--- src/rtl/alsu_pkg.sv ---
// Shared types and constants for the ALSU input sequencer.
// Holds the stage encoding, control-bit layout and the packed command word.
package alsu_pkg;

  localparam int OPW   = 3;
  localparam int CTRLW = 7;

  // Bit positions of the control switches, matching sw[6:0]
  localparam int CTRL_CIN   = 0;
  localparam int CTRL_SER   = 1;
  localparam int CTRL_RED_A = 2;
  localparam int CTRL_RED_B = 3;
  localparam int CTRL_BYP_A = 4;
  localparam int CTRL_BYP_B = 5;
  localparam int CTRL_DIR   = 6;

  typedef enum logic [2:0] {
    ST_A     = 3'd0,
    ST_B     = 3'd1,
    ST_OP    = 3'd2,
    ST_CTRL  = 3'd3,
    ST_ISSUE = 3'd4
  } st_e;

  typedef struct packed {
    logic [OPW-1:0]   a;
    logic [OPW-1:0]   b;
    logic [OPW-1:0]   op;
    logic [CTRLW-1:0] ctrl;
  } cmd_t;

endpackage

--- src/rtl/btn_debouncer.sv ---
// Synchronizes one push-button, debounces it, and emits a one-cycle press pulse.
// Latency SYNC_STAGES + DEBOUNCE_CYCLES + 1 cycles from a stable edge; no backpressure.
module btn_debouncer #(
  parameter int DEBOUNCE_CYCLES = 1_000_000,
  parameter int SYNC_STAGES     = 2
) (
  input  logic clk,
  input  logic rst,
  input  logic btn_raw,
  output logic press
);

  localparam int CW = $clog2(DEBOUNCE_CYCLES + 1);

  logic [SYNC_STAGES-1:0] sync_q;
  logic                   synced;
  logic                   level;
  logic [CW-1:0]          cnt;

  always_ff @(posedge clk or posedge rst) begin
    if (rst) sync_q <= '0;
    else     sync_q <= {sync_q[SYNC_STAGES-2:0], btn_raw};
  end

  assign synced = sync_q[SYNC_STAGES-1];

  // Counter only survives while the synced level disagrees with the accepted one
  always_ff @(posedge clk or posedge rst) begin
    if (rst) begin
      level <= 1'b0;
      cnt   <= '0;
      press <= 1'b0;
    end else begin
      press <= 1'b0;
      if (synced == level) begin
        cnt <= '0;
      end else if (cnt == CW'(DEBOUNCE_CYCLES)) begin
        level <= synced;
        cnt   <= '0;
        press <= synced;
      end else begin
        cnt <= cnt + 1'b1;
      end
    end
  end

endmodule

--- src/rtl/alsu_input_sequencer.sv ---
// Loads A, B, opcode and control bits from switches in four button-driven stages, then issues them at once.
// Issue lands two cycles after the final next event; no backpressure, outputs hold until the next issue.
module alsu_input_sequencer
  import alsu_pkg::*;
#(
  parameter int DEBOUNCE_CYCLES = 1_000_000,
  parameter int SYNC_STAGES     = 2
) (
  input  logic             clk,
  input  logic             rst,
  input  logic [CTRLW-1:0] sw_raw,
  input  logic             btn_next_raw,
  input  logic             btn_clr_raw,
  output logic [OPW-1:0]   A,
  output logic [OPW-1:0]   B,
  output logic [OPW-1:0]   opcode,
  output logic             cin,
  output logic             serial_in,
  output logic             red_op_A,
  output logic             red_op_B,
  output logic             bypass_A,
  output logic             bypass_B,
  output logic             direction,
  output logic             issue,
  output logic [2:0]       stage,
  output logic             busy
);

  logic [CTRLW-1:0] sw_sync [SYNC_STAGES];
  logic [CTRLW-1:0] sw;
  logic             next_ev;
  logic             clr_ev;
  logic             clr_take;
  st_e              state;
  st_e              state_nxt;
  cmd_t             shadow;
  cmd_t             out_q;

  // Switches are levels sampled on a button event, so synchronizing is enough
  always_ff @(posedge clk or posedge rst) begin
    if (rst) begin
      for (int i = 0; i < SYNC_STAGES; i++) sw_sync[i] <= '0;
    end else begin
      sw_sync[0] <= sw_raw;
      for (int i = 1; i < SYNC_STAGES; i++) sw_sync[i] <= sw_sync[i-1];
    end
  end

  assign sw = sw_sync[SYNC_STAGES-1];

  btn_debouncer #(
    .DEBOUNCE_CYCLES (DEBOUNCE_CYCLES),
    .SYNC_STAGES     (SYNC_STAGES)
  ) u_db_next (
    .clk     (clk),
    .rst     (rst),
    .btn_raw (btn_next_raw),
    .press   (next_ev)
  );

  btn_debouncer #(
    .DEBOUNCE_CYCLES (DEBOUNCE_CYCLES),
    .SYNC_STAGES     (SYNC_STAGES)
  ) u_db_clr (
    .clk     (clk),
    .rst     (rst),
    .btn_raw (btn_clr_raw),
    .press   (clr_ev)
  );

  // The issue cycle always completes, even if clear arrives during it
  assign clr_take = clr_ev && (state != ST_ISSUE);

  always_ff @(posedge clk or posedge rst) begin
    if (rst) state <= ST_A;
    else     state <= state_nxt;
  end

  always_comb begin
    state_nxt = state;
    case (state)
      ST_A:     if (next_ev) state_nxt = ST_B;
      ST_B:     if (next_ev) state_nxt = ST_OP;
      ST_OP:    if (next_ev) state_nxt = ST_CTRL;
      ST_CTRL:  if (next_ev) state_nxt = ST_ISSUE;
      ST_ISSUE: state_nxt = ST_A;
      default:  state_nxt = ST_A;
    endcase
    if (clr_take) state_nxt = ST_A;
  end

  always_comb begin
    stage = state;
    busy  = (state != ST_A);
  end

  always_ff @(posedge clk or posedge rst) begin
    if (rst) begin
      shadow <= '0;
    end else if (clr_take) begin
      shadow <= '0;
    end else if (next_ev) begin
      case (state)
        ST_A:    shadow.a    <= sw[OPW-1:0];
        ST_B:    shadow.b    <= sw[OPW-1:0];
        ST_OP:   shadow.op   <= sw[OPW-1:0];
        ST_CTRL: shadow.ctrl <= sw;
        default: ;
      endcase
    end
  end

  // Outputs only ever load as a whole command, so the ALSU never sees a partial one
  always_ff @(posedge clk or posedge rst) begin
    if (rst) begin
      out_q <= '0;
      issue <= 1'b0;
    end else begin
      issue <= (state == ST_ISSUE);
      if (state == ST_ISSUE) out_q <= shadow;
    end
  end

  assign A         = out_q.a;
  assign B         = out_q.b;
  assign opcode    = out_q.op;
  assign cin       = out_q.ctrl[CTRL_CIN];
  assign serial_in = out_q.ctrl[CTRL_SER];
  assign red_op_A  = out_q.ctrl[CTRL_RED_A];
  assign red_op_B  = out_q.ctrl[CTRL_RED_B];
  assign bypass_A  = out_q.ctrl[CTRL_BYP_A];
  assign bypass_B  = out_q.ctrl[CTRL_BYP_B];
  assign direction = out_q.ctrl[CTRL_DIR];

endmodule
--- config.mk ---
export PLATFORM = sky130hd
export DESIGN_NAME = alsu_input_sequencer
export DESIGN_NICKNAME = d
export VERILOG_FILES = /design/src/rtl/alsu_pkg.sv /design/src/rtl/btn_debouncer.sv /design/src/rtl/alsu_input_sequencer.sv
export SDC_FILE = /design/constraint.sdc
export NUM_CORES = 1
export LEC_CHECK = 0
export ABC_AREA = 1
export CORE_AREA = 2 2 126 128
export CTS_CLUSTER_DIAMETER = 40
export DETAILED_ROUTE_END_ITERATION = 7
export DIE_AREA = 0 0 128 130
export PLACE_DENSITY = 0.47
export SYNTH_ARGS = -nofsm -noshare
export SYNTH_HDL_FRONTEND = slang
export SYNTH_HIERARCHICAL = 1
export SYNTH_SLANG_ARGS = --single-unit
--- constraint.sdc ---
create_clock -name clk -period 4.7 [get_ports clk]
set_input_delay 1.175 -clock clk [delete_from_list [all_inputs] [get_ports clk]]
set_output_delay 1.175 -clock clk [all_outputs]
set_load 0.02 [all_outputs]
# Word-level counts from Yosys, hierarchy flattened
# Index checks and enable logic that the tools add are counted.
# W data, S select, Z words.
[word_totals]
reg_bits = 98
wordCells = 72
[op_classes]
bitwise = 2
n_reduce_logical = 15
n_eq_ne = 13
muxes = 20
add_sub_neg = 2
[op_table]
columns = ["cell", "count"]
rows = [
  ["$mux W20", 4],
  ["$add A20 B1 Y20 const B", 2],
  ["$eq A20 B20 Y1 const B", 2],
  ["$mux W16", 2],
  ["$mux W3", 8],
  ["$ne A3 B2 Y1 const B", 4],
  ["$pmux W3 S4", 1],
  ["$reduce_and A2 Y1", 6],
  ["$reduce_bool A2 Y1", 5],
  ["$mux W7", 1],
  ["$eq A3 B2 Y1 const B", 2],
  ["$mux W1", 4],
  ["$reduce_and A4 Y1", 1],
  ["$eq A3 B1 Y1 const B", 1],
  ["$eq A3 B3 Y1 const B", 1],
  ["$logic_not A3 Y1", 1],
  ["$ne A3 B3 Y1 const B", 1],
  ["$reduce_bool A3 Y1", 1],
  ["$eq A1 B1 Y1", 2],
  ["$not A1 Y1", 2],
  ["$logic_and A1 B1 Y1", 1],
]

# Logic depth before layout (Yosys ltp)
# Gate-level depths: netlist of run 1.
[logic_depth]
ltp_word = 4
mapped_depth = 9
mapped_depth_nobuf = 9

# Cells and area by module
# Netlist of run 1, hierarchy kept.
[modules_own_cells]
columns = ["module", "area_per_inst_um2", "instances", "seq_area_each_um2", "cells_each"]
rows = [
  ["btn_debouncer", 1315.0, 2, 600.6, 167],
  ["alsu_input_sequencer", 1849.3, 1, 1251.2, 179],
]

# Worst setup path after synthesis of run 1
# No wires, ideal clock.
[synth_timing]
path_type = "register to output"
start = "register state[2] (netlist: stage[2])"
end = "output port busy"
arrival_ns = 0.887
stages_incl_launch_ff = 3
t_required_ns = 3.525
path_slack_ns = 2.638
path_cell_list = "dfrtp_1 -> inv_1 -> nand2_1"
[synth_via]
elab_chain_len = 1
[synth_lines]
columns = ["element", "line_no", "text"]
rows = [
  ["start, declared", "alsu_input_sequencer.sv:34", "st_e state;"],
  ["start signal, assigned", "alsu_input_sequencer.sv:76", "else state <= state_nxt;"],
  ["$reduce_bool A3 Y1", "alsu_input_sequencer.sv:94", "busy = (state != ST_A);"],
  ["end, declared", "alsu_input_sequencer.sv:26", "output logic busy"],
]
# No other way between the ends.

# Final worst setup path of run 1
# Ends and elaborated chain as after synthesis.

==> results of run 1 <==
[worst paths after layout]
kind	startpoint	to	slack (ns)	cells past startpoint
min in group asynchronous	rst	u_db_clr/cnt[19]$_DFF_PP0_	1.44	2
setup reg to reg	u_db_clr/cnt[0]$_DFF_PP0_	u_db_clr/cnt[18]$_DFF_PP0_	3.04	7
max in group asynchronous	rst	sw_sync[11]$_DFF_PP0_	2.59	2
hold / removal	sw_sync[12]$_DFF_PP0_	sw[5]$_DFF_PP0_	0.35	0
hold reg to reg	sw_sync[12]$_DFF_PP0_	sw[5]$_DFF_PP0_	0.35	0
setup / recovery	stage[2]$_DFFE_PP0P_	busy	1.85	3
[area by class of cell]
| class | count | area [sq um] |
|---|---|---|
| Sequential cell | 98 | 2452 |
| Clock inverter | 6 | 90.09 |
| Fill cell | 1623 | 10120 |
| Clock buffer | 10 | 229.0 |
| Inverter | 52 | 195.2 |
| Tap cell | 192 | 240.2 |
| Multi-Input combinational cell | 358 | 1792 |
| Timing Repair Buffer | 31 | 310.3 |
[metal layers]
metal | up-vias | global-route usage [%]
met5 | - | 0
li1 | 1694 | -
met3 | 15 | 2.706
met1 | 1554 | 15.57
met4 | 0 | 5.882
met2 | 66 | 19.03
[worst max-delay path, stage by stage, from the launching register on]
cell             delay (ns)
dfrtp_1                0.46
inv_1                  0.15
nand2_1                0.12
clkdlybuf4s50_1        0.60
[registers in the layout (all words and copies together) (netlist names)]
name and cells:
u_db_clr/level 1, opcode 3, issue 1, serial_in 1, B 3, direction 1, u_db_clr/sync_q 2, red_op_A 1
cin 1, u_db_clr/cnt 20, bypass_A 1, u_db_next/sync_q 2, u_db_next/level 1, sw 7, u_db_next/cnt 20, sw_sync 7
bypass_B 1, u_db_clr/press 1, A 3, shadow 16, stage 3, u_db_next/press 1, red_op_B 1
[power by group through the flow]
stage	logic [uW]	clock network, uW	registers [uW]
after CTS	47.0	820	864
after global placement	46.7	0	880
after floorplan	28.2	0	878
after detailed placement	47.0	0	880
final	44.5	792	864
after global routing	52.8	857	865
[kinds of logic after synthesis]
| family | Yosys count | share of synthesized area, % |
|---|---|---|
| and+or+nand+nor | 299 | 30.61 |
| DFF | 98 | 54.75 |
| buffers and inverters | 57 | 5.251 |
| AOI/OAI and AO/OA | 31 | 3.575 |
| xor gates and xnor gates | 24 | 4.693 |
| adders and majority gates | 4 | 1.117 |
[per-stage QoR]
step	instances	utilization (%)	cell area (sq um)
6_report	747	34.42	5309
5_1_grt	747	34.42	5309
4_1_cts	747	34.42	5309
3_5_place_dp	731	32.35	4990
3_3_place_gp	731	32.35	4990
2_1_floorplan	513	-	4479
[synth_stat cells (all sizes together)]
master,count,area [sq um]
a21oi,9,45.04
buf,5,40.04
dfrtp,98,2452
ha,4,50.05
inv,52,195.2
nand2,128,525.5
nand3,54,285.3
nand3b,2,15.01
nand4,8,50.05
nor2,100,460.5
nor3,7,35.03
o21ai,20,100.1
o21bai,2,15.01
xnor2,10,87.58
xor2,14,122.6
==> flow_metrics.py, run 1 <==
metrics = {
    "outcome": {
        "status": "finished clean",
    },
    "routing": {
        "ant_nets": 0,
        "dr_wl_met2_um": 4129,
        "drc": 0,
        "drt_pass1_iterations": 4,
        "via_per_inst": 4.456,
        "wl_met3_um": 293,
        "finalWirelength_um": 9054,
        "wl_per_cell_um": 12.12,
        "top_layer": "met4",
        "drt-met1-wl_um": 4418,
        "first_iter_violations": 208,
        "num_vias": 3329,
    },
    "sta": {
        "tightest_slew_ns": 1.021,
        "fin_ws_ns": 1.848,
        "clock_skew_ns": 0.006790,
        "fmax_ghz": 0.3506,
        "finalCritPeriodShare_pct": 60.69,
        "final_max_slew_viol_count": 0,
        "slew_headroom_pct": 31.84,
        "rsz0062_at_grt": "no",
        "post-route-min-period_ns": 2.852,
        "finalSetupTns_ns": 0,
        "finalSetupViolCount": 0,
        "hold_viol": 0,
        "fin_hold_ws_ns": 0.3466,
    },
    "die": {
        "core_sq_um": 15420,
        "die_w_um": 128,
        "die_area_sq_um": 16640,
        "initial_core_util_pct": 29.04,
        "ios": 32,
        "die_y_um": 130,
        "num_rows": 46,
    },
    "cells_and_area": {
        "layout_common_cells": "118 x nand2_1, 98 x dfrtp_1, 82 x nor2_1, 51 x nand3_1, 47 x inv_1",
        "syn2layout_area_growth_pct": 18.52,
        "fin_nets": 565,
        "layout_commonest_cell": "nand2_1",
        "diodes": 0,
        "layout-drive-gt1-share_pct": 9.189,
    },
    "synthesis": {
        "postSynthCellCount": 513,
        "yosysUniqueCellTypes": 24,
        "syn_area_sq_um": 4479,
        "ys_seq_area_share_pct": 54.75,
        "syn_nets": 528,
        "syn_avg_cell_area_sq_um": 8.732,
        "ys_warn_count": 6,
        "synth-seq-cells": 98,
    },
    "pwr": {
        "pwr-share-comb_pct": 2.6,
        "leakage_uw": 0.002378,
        "cellPowerDensity_nw_per_um2": 320.3,
        "design_power_total_uw": 1701,
        "internal_power_uw": 1337,
        "switching_power_uw": 363.3,
        "sw_frac_of_total_pct": 21.36,
        "power.share.clock_pct": 46.6,
        "seqPwrFrac_pct": 50.8,
        "ir_drop_uv": 173.2,
    },
    "cts": {
        "clk_pin_slew_worst_paths_ns": 0.07,
        "holdBufCountCts": 0,
        "clk_latency_ns": 0.35,
        "cts_buffers": 9,
        "cts.sinks": 98,
        "clockRootBuffer": "clkbuf_16",
        "cts_tree": "yes",
        "post_cts_resize_count": 0,
        "cts_max_path_buffers": 2,
        "htree_levels": 3,
        "post_cts_buffers": 0,
    },
    "hold_path": {
        "min_path_type": "reg -> reg",
    },
    "placement": {
        "gp_congestion": 0.8228,
        "pre_cts_ws_ns": 2.106,
        "dp_hpwl_um": 6572,
        "portBuffers": 31,
    },
    "grt": {
        "grt_max_degree": 51,
        "grt_pass1_vias": 3257,
        "grt_use_total_pct": 11.99,
        "grt_pass1_wl_um": 15670,
        "overflow": 0,
        "antenna_found_initial": 0,
    },
    "critical_path": {
        "cp-end-kind": "output port",
        "worst-setup-path-type": "reg -> out",
        "arrival_ns": 1.68,
        "cp.required_ns": 3.52,
        "cp_max_fo": 6,
        "cp-start-kind": "flip-flop",
    },
    "flow_run": {
        "max_cap_violations": 0,
    },
}
Power figures use the tool's default switching activity.
==> run 2: changes to the inputs <==
Settings changed: PLACE_DENSITY 0.47 to 0.48.
Clock period 4.7 ns to 2.49 ns, I/O delays scaled along.
==> run 2 against run 1 <==
- clock skew hardly changed
- combinational power is 100% higher
- non-clock buffer count is 3 higher
- register-to-register slack worse by 2.1 ns
- sequential share of layout area is 0.16 points higher
- routed wire length fell by 0.15%
- global-route usage fell by 0.18 points
- power rose by 75%
- die area unchanged
- final cell count increased by 0.40%
- sequential power increased by 89%
==> flow_metrics.py, run 2 (synthesis gave the netlist of run 1 again) <==
metrics = {
    "routing": {
        "wl_per_cell_um": 12.05,
        "first_iter_violations": 234,
        "drt_pass1_iterations": 4,
        "num_vias": 3305,
        "drc": 0,
        "finalWirelength_um": 9040,
        "via_per_inst": 4.407,
        "ant_nets": 0,
    },
    "critical_path": {
        "rr_worst_depth": 7,
        "worst-setup-path-type": "reg -> out",
        "r2r_slack_ns": 0.90,
        "cp.required_ns": 1.87,
        "rr_endpoint": "u_db_clr/cnt[18]$_DFF_PP0_",
        "cp-end-kind": "output port",
        "timing.rr.start": "u_db_clr/cnt[0]$_DFF_PP0_",
        "arrival_ns": 1.70,
        "cp_max_fo": 6,
        "cp-start-kind": "flip-flop",
    },
    "cells_and_area": {
        "reg.largest.list": "u_db_clr/cnt: 20 flops, u_db_next/cnt: 20 flops, shadow: 16 flops",
        "layout_common_cells": "118 x nand2_1, 98 x dfrtp_1, 82 x nor2_1, 51 x nand3_1, 47 x inv_1",
        "layout_commonest_cell": "nand2_1",
        "fillCellCount": 1609,
        "regArea_sq_um": 2452,
        "syn2layout_area_growth_pct": 18.10,
        "layout-drive-gt1-share_pct": 9.319,
        "multiInputGateArea_sq_um": 1792,
        "fin_nets": 568,
        "diodes": 0,
        "stdcell_count": 750,
    },
    "grt": {
        "overflow": 0,
        "grt_pass1_vias": 3288,
        "antenna_found_initial": 0,
        "grt_pass1_wl_um": 15490,
        "grt_use_total_pct": 11.81,
        "grt_max_degree": 51,
    },
    "sta": {
        "slew_headroom_pct": 57.82,
        "hold_viol": 0,
        "clock_skew_ns": 0.006690,
        "finalCritPeriodShare_pct": 93.24,
        "fin_ws_ns": 0.1682,
        "rsz0062_at_grt": "no",
        "finalSetupTns_ns": 0,
        "fin_hold_ws_ns": 0.3426,
        "fmax_ghz": 0.4307,
        "tightest_slew_ns": 0.6305,
        "final_max_slew_viol_count": 0,
        "finalSetupViolCount": 0,
        "post-route-min-period_ns": 2.322,
    },
    "hold_path": {
        "hold_end": "sw[4]$_DFF_PP0_",
        "min_delay_path_depth": 0,
        "min-delay-start": "sw_sync[11]$_DFF_PP0_",
        "min_path_type": "reg -> reg",
    },
    "cts": {
        "post_cts_buffers": 0,
        "clk_pin_slew_worst_paths_ns": 0.07,
        "cts_max_path_buffers": 2,
        "cts_buffers": 9,
        "post_cts_resize_count": 0,
        "holdBufCountCts": 0,
        "htree_levels": 3,
        "clk_latency_ns": 0.35,
        "cts.sinks": 98,
        "clockRootBuffer": "clkbuf_16",
        "cts_tree": "yes",
    },
    "die": {
        "core_sq_um": 15420,
        "die_y_um": 130,
        "num_rows": 46,
        "die_area_sq_um": 16640,
        "initial_core_util_pct": 29.04,
        "ios": 32,
        "die_w_um": 128,
    },
    "placement": {
        "gp_congestion": 0.8301,
        "portBuffers": 31,
        "dp_hpwl_um": 6581,
        "pre_cts_ws_ns": 0.5396,
        "dp.cells": 734,
    },
    "outcome": {
        "status": "finished clean",
    },
    "pwr": {
        "design_power_total_uw": 2980,
        "cellPowerDensity_nw_per_um2": 563.4,
        "leakage_uw": 0.002366,
        "ir_drop_uv": 345.1,
    },
    "flow_run": {
        "max_cap_violations": 0,
    },
}
-- run 2: cell count changes in the layout (fill, tap and decap cells not counted) --
cell / change
buf_12: +1
clkinvlp_4: +1
clkbuf_1: +2
inv_6: -1
bufinv_16: -2
buf_4: +2
-- run 2: layer usage --
layer,global-route usage (%),vias up,share of wire (%)
met2,19.22,54,47
li1,-,1688,-
met3,2.747,13,2.9
met4,5.688,0,2.0
met1,14.94,1550,48
met5,0,-,0
-- run 2: where the power goes --
| group | internal, uW | leakage (uW) | switching [uW] |
|---|---|---|---|
| Sequential | 1610 | 0.00132 | 16.5 |
| Combinational | 31.8 | 0.000921 | 58.4 |
| Clock | 678 | 0.000123 | 581 |
-- run 2: layout make-up --
type | count | share of cell area [%]
clock buffers | 12 | 4.470
multi-input cells | 358 | 33.87
clock inverters | 4 | 0.5440
flip-flops and latches | 98 | 46.36
repair buffers | 34 | 6.528
inverters | 52 | 3.690
well taps | 192 | 4.541
-- run 2: critical path, cell delays in order (launching register included) --
cell	delay [ns]
dfrtp_1	0.46
inv_1	0.16
nand2_1	0.12
clkdlybuf4s50_1	0.61
-- run 2: through the flow --
step / cell area, sq um / utilization, %
5_1_grt: 5290 / 34.30
3_3_place_gp: 5025 / 32.58
6_report: 5290 / 34.30
3_5_place_dp: 5025 / 32.58
2_1_floorplan: 4479 / -
4_1_cts: 5290 / 34.30
-- run 2: worst max path at each step --
stage	from	endpoint	slack, ns	depth (start not counted)
after global routing	stage[2]$_DFFE_PP0P_	busy	0.09	3
after global placement	stage[1]$_DFFE_PP0P_	busy	0.61	3
final	stage[2]$_DFFE_PP0P_	busy	0.17	3
after CTS	stage[2]$_DFFE_PP0P_	busy	0.16	3
after detailed placement	stage[2]$_DFFE_PP0P_	busy	0.54	3
after floorplan	rst	A[0]$_DFFE_PP0P_	0.67	1
